`config.mk`:
```
export PLATFORM = sky130hd
export DESIGN_NAME = mem_port_arbiter
export DESIGN_NICKNAME = d
export VERILOG_FILES = /design/src/rtl/mem_port_arbiter.sv
export SDC_FILE = /design/constraint.sdc
export NUM_CORES = 1
export LEC_CHECK = 0
export ABC_CLOCK_PERIOD_IN_PS = 5770
export CAP_MARGIN = 20
export CORE_MARGIN = 4
export CORE_UTILIZATION = 41
export CTS_CLUSTER_SIZE = 40
export DETAILED_ROUTE_END_ITERATION = 8
export MAX_ROUTING_LAYER = met4
export PLACE_DENSITY = 0.8
export SETUP_SLACK_MARGIN = 0.1
export SLEW_MARGIN = 20
export SYNTH_ARGS = -nofsm -noshare
export SYNTH_HDL_FRONTEND = slang
export SYNTH_SLANG_ARGS = --single-unit
```
`constraint.sdc`:
```
create_clock -name clk -period 5.77 [get_ports clk]
set_clock_uncertainty 0.05 [all_clocks]
set_input_delay 0.8655 -clock clk [delete_from_list [all_inputs] [get_ports clk]]
set_output_delay 0.8655 -clock clk [all_outputs]
set_load 0.03 [all_outputs]
```
`src/rtl/mem_port_arbiter.sv`:
```
// Arbiter sharing one single-ported memory between instruction fetch and load/store.
// Data beats fetch, bounded by a burst limit; an ack timeout keeps a dead memory from hanging the core.
module mem_port_arbiter #(
  parameter int ADDR_W         = 32,
  parameter int DATA_W         = 32,
  parameter int MAX_DATA_BURST = 2,
  parameter int TIMEOUT        = 15
) (
  input  logic              clk,
  input  logic              rst,
  input  logic              if_req,
  input  logic [ADDR_W-1:0] if_addr,
  output logic [DATA_W-1:0] if_rdata,
  output logic              if_ready,
  input  logic              d_req,
  input  logic              d_we,
  input  logic [ADDR_W-1:0] d_addr,
  input  logic [DATA_W-1:0] d_wdata,
  output logic [DATA_W-1:0] d_rdata,
  output logic              d_ready,
  output logic              mem_req,
  output logic              mem_we,
  output logic [ADDR_W-1:0] mem_addr,
  output logic [DATA_W-1:0] mem_wdata,
  input  logic [DATA_W-1:0] mem_rdata,
  input  logic              mem_ack,
  output logic              stall,
  output logic              err_timeout
);

  typedef enum logic [1:0] {
    IDLE  = 2'd0,
    FETCH = 2'd1,
    DATA  = 2'd2,
    DONE  = 2'd3
  } state_t;

  localparam int BW = $clog2(MAX_DATA_BURST + 1);
  localparam int TW = (TIMEOUT > 1) ? $clog2(TIMEOUT) : 1;
  localparam logic [BW-1:0] BURST_MAX = BW'(MAX_DATA_BURST);
  localparam logic [TW-1:0] TO_LAST   = TW'(TIMEOUT - 1);

  state_t          state;
  state_t          state_next;
  logic            owner_data;
  logic [BW-1:0]   burst_cnt;
  logic [TW-1:0]   to_cnt;
  logic            busy;
  logic            grant_data;
  logic            grant_fetch;
  logic            timeout_hit;

  // A waiting fetch only loses to data while the burst budget is not used up.
  assign grant_data  = d_req & (~if_req | (burst_cnt < BURST_MAX));
  assign grant_fetch = ~grant_data & if_req;
  assign busy        = (state == FETCH) || (state == DATA);
  assign timeout_hit = busy & ~mem_ack & (to_cnt == TO_LAST);

  // NOTE: sequential state uses non-blocking assignments so every flop samples
  // pre-edge values regardless of statement order.
  always_ff @(posedge clk or posedge rst) begin
    if (rst) begin
      state <= IDLE;
    end else begin
      state <= state_next;
    end
  end

  // NOTE: every always_comb output gets a default first so no path leaves it
  // unassigned, which would otherwise infer a latch.
  always_comb begin
    state_next = state;
    case (state)
      IDLE: begin
        if (grant_data) begin
          state_next = DATA;
        end else if (grant_fetch) begin
          state_next = FETCH;
        end
      end
      FETCH, DATA: begin
        if (mem_ack || timeout_hit) begin
          state_next = DONE;
        end
      end
      DONE:    state_next = IDLE;
      default: state_next = IDLE;
    endcase
  end

  always_comb begin
    mem_req  = 1'b0;
    if_ready = 1'b0;
    d_ready  = 1'b0;
    case (state)
      FETCH, DATA: mem_req = 1'b1;
      DONE: begin
        if_ready = ~owner_data;
        d_ready  = owner_data;
      end
      default: ;
    endcase
  end

  assign stall = (if_req & ~if_ready) | (d_req & ~d_ready);

  always_ff @(posedge clk or posedge rst) begin
    if (rst) begin
      owner_data  <= 1'b0;
      burst_cnt   <= '0;
      to_cnt      <= '0;
      mem_we      <= 1'b0;
      mem_addr    <= '0;
      mem_wdata   <= '0;
      if_rdata    <= '0;
      d_rdata     <= '0;
      err_timeout <= 1'b0;
    end else begin
      case (state)
        IDLE: begin
          to_cnt <= '0;
          if (grant_data) begin
            owner_data <= 1'b1;
            mem_we     <= d_we;
            mem_addr   <= d_addr;
            mem_wdata  <= d_wdata;
            if (!if_req) begin
              burst_cnt <= '0;
            end else if (burst_cnt != BURST_MAX) begin
              burst_cnt <= burst_cnt + BW'(1);
            end
          end else if (grant_fetch) begin
            owner_data <= 1'b0;
            mem_we     <= 1'b0;
            mem_addr   <= if_addr;
            mem_wdata  <= '0;
            burst_cnt  <= '0;
          end
        end
        FETCH, DATA: begin
          if (mem_ack) begin
            if (state == FETCH) begin
              if_rdata <= mem_rdata;
            end else if (!mem_we) begin
              d_rdata <= mem_rdata;
            end
          end else if (to_cnt == TO_LAST) begin
            // Abort: the requester sees a zero word and the sticky flag.
            err_timeout <= 1'b1;
            if (state == FETCH) begin
              if_rdata <= '0;
            end else begin
              d_rdata <= '0;
            end
          end else begin
            to_cnt <= to_cnt + TW'(1);
          end
        end
        default: ;
      endcase
    end
  end

  a_to_cnt_bound : assert property (@(posedge clk) disable iff (rst)
    busy |-> (to_cnt <= TO_LAST));
  a_burst_bound : assert property (@(posedge clk) disable iff (rst)
    burst_cnt <= BURST_MAX);
  a_ready_exclusive : assert property (@(posedge clk) disable iff (rst)
    !(if_ready && d_ready));

endmodule

```
==> results.toml <==
[die]
io_pins = 268
die_w_um = 125
num_rows = 42
dieArea_um2 = 15600
initial_core_util_pct = 42.1
dieHeight_um = 125
design.core.area_um2 = 13300

[setup_path]
setup.worst_path.start_class = "primary input"
cp.required_ps = 4850
path_max_fanout = 8
reg2reg_depth = 6
crit_type = "in -> out"
end_kind = "primary output"
worstPathArrival_ps = 2720

[sta]
hold_viol = 0
period_share_pct = 63.0
relSlewSlack_pct = 35.5
worst_slew_pin_slew_ps = 965
drv_slew = 0
tns_ps = 0
worst_slack_ps = 2140
fmax_mhz = 275
period_needed_ps = 3630
grt_setup_unrepaired = "false"
setup_violations = 0

[routing]
wl_per_cell_um = 18.1
ant_nets = 0
vias = 5087
first_pass_iters = 5
viasPerCell = 5.26
drt_wl_total_um = 17500
first_iter_violations = 299
post-route-drc-count = 0

[grt]
gr-usage-met2_pct = 37.7
grt_pass1_wl_um = 28000
track_usage_pct = 23.2
met3_usage_pct = 8.28
busiest_layer = "met2"
gr-total-overflow = 0
grt_max_degree = 94
grt_antenna_before_repair = 0
met1_usage_pct = 26.9
grt_pass1_vias = 5410

[place]
dp_slack_ps = 2150
gp_congestion = 0.835
place_area_um2 = 8410
portBuffers = 267
dpl.hpwl_um = 12600

[cts]
cts_sinks = 139
post_cts_buffers = 0
clock_latency_ps = 410
holdBufCountCts = 0
root_buffer = "clkbuf_16"
cts_buffer_depth = 2
cts_buffers = 17
cts_resized = 0
htree_levels = 4
clkTransAtPathRegs_ps = 50
cts_tree = "yes"

[final_layout]
diodes = 0
nets = 919
areaGrowthSynthToFinish_pct = 60.7
drive_gt1_share_pct = 5.68
final_area_um2 = 9010
final_util_pct = 67.7

[logic_synthesis]
netlist.area_leader.share_pct = 62.1
postSynth.topFlopCell = "dfrtp_1"
ys_warn_count = 0
synth_common_cells = "dfrtp_1 (139), nand2_1 (99), a21oi_1 (67), a22o_1 (65), nor2_1 (35)"
synth.net_count = 666
synth.distinct_cells = 41
synth_area_leader_cell = "dfrtp_1"
synth_seq_cells = 139
synth_edf_count = 0
netlist_instances = 526
synth_top_cells_by_area = "dfrtp_1 (62%), a22o_1 (10%), nand2_1 (6.6%)"
syn_area_um2 = 5600
synth-seq-area-share_pct = 62.1
yosysMostFrequentCell = "dfrtp_1"
synthArstFlopShare_pct = 100
syn_avg_cell_area_um2 = 10.7

[min_path]
hold_depth = 1
hold_class = "reg -> reg"

[status]
status = "complete, no violations"

[pwr]
p_leak_nw = 3.93
ir_worst_vdd_mv = 0.336
p_per_area_nw_per_um2 = 651

[flow_run]
maxCapViolations = 0
## final cells by class
type	instances	area [µm²]
flip-flops and latches	139	3480
clock buffers	20	447
well taps	176	220
multi-input cells	339	1950
repair buffers	274	2730
clock inverters	12	148
fillers	990	4290
inverters	8	35.0
## final timing paths
kind	from	to	slack, ps
setup / recovery	if_req	stall	2140
hold / removal	err_timeout	err_timeout	440
setup reg to reg	state[0]	mem_wdata[4]	3350
hold reg to reg	err_timeout	err_timeout	440
max in group asynchronous	rst	mem_wdata[27]	3600
min in group asynchronous	rst	if_rdata[26]	910
## worst max-delay path: stages
cell	delay [ps]
clkdlybuf4s50_1	720
inv_1	120
nor2_1	120
a2bb2oi_1	170
clkdlybuf4s50_1	720
## sequential cells by signal, indices dropped and copies added, names as in the netlist, 2 cells and up
register,flops
to_cnt,4
burst_cnt,2
state,2
d_rdata,32
mem_wdata,32
if_rdata,32
mem_addr,32
## cells by family after synthesis
| group | Yosys count | share of synthesized area [%] |
|---|---|---|
| AOI/OAI and AO/OA | 180 | 21.3 |
| and+or+nand+nor | 149 | 10.8 |
| xor gates and xnor gates | 1 | 0.156 |
| buffers and inverters | 48 | 3.71 |
| DFF | 139 | 62.1 |
| adders and majority gates | 6 | 1.34 |
| muxes | 3 | 0.536 |
## cell usage in the layout (no fill, tap or decap), types with 2 or more instances in the layout
master,Yosys,final
clkdlybuf4s50_1,0,267
dfrtp_1,139,139
nand2_1,99,99
a21oi_1,67,67
a22o_1,65,65
nor2_1,35,35
o21ai_0,29,29
clkbuf_16,0,17
inv_1,8,7
buf_4,1,7
ha_1,6,6
clkinv_2,0,5
o21ai_1,4,4
nand2b_1,3,3
mux2i_1,3,3
bufinv_16,0,3
and3_1,2,2
nand3_1,2,2
clkinv_4,0,2
clkbuf_1,18,2
clkinvlp_4,0,2
## through the flow
stage                     total power, mW  std cells  hold slack [ps]
final                                5.86        968              435
after CTS                            5.92        968              440
after global routing                 6.18        968              459
after global placement               4.71        936              419
after detailed placement             4.80        936              424
after floorplan                      3.47        526              415
## layer usage
layer	vias up	wire, µm
met3	30	1560
met5	-	0
li1	2340	-
met2	252	8630
met4	0	360
met1	2465	6920
## power breakdown
group / total (mW) / leakage, nW / internal [mW] / switching (mW)
Clock: 1.09 / 0.290 / 0.688 / 0.399
Combinational: 3.03 / 1.92 / 1.27 / 1.76
Sequential: 1.75 / 1.72 / 1.45 / 0.296
No activity file was read; power rests on OpenSTA's default activity.
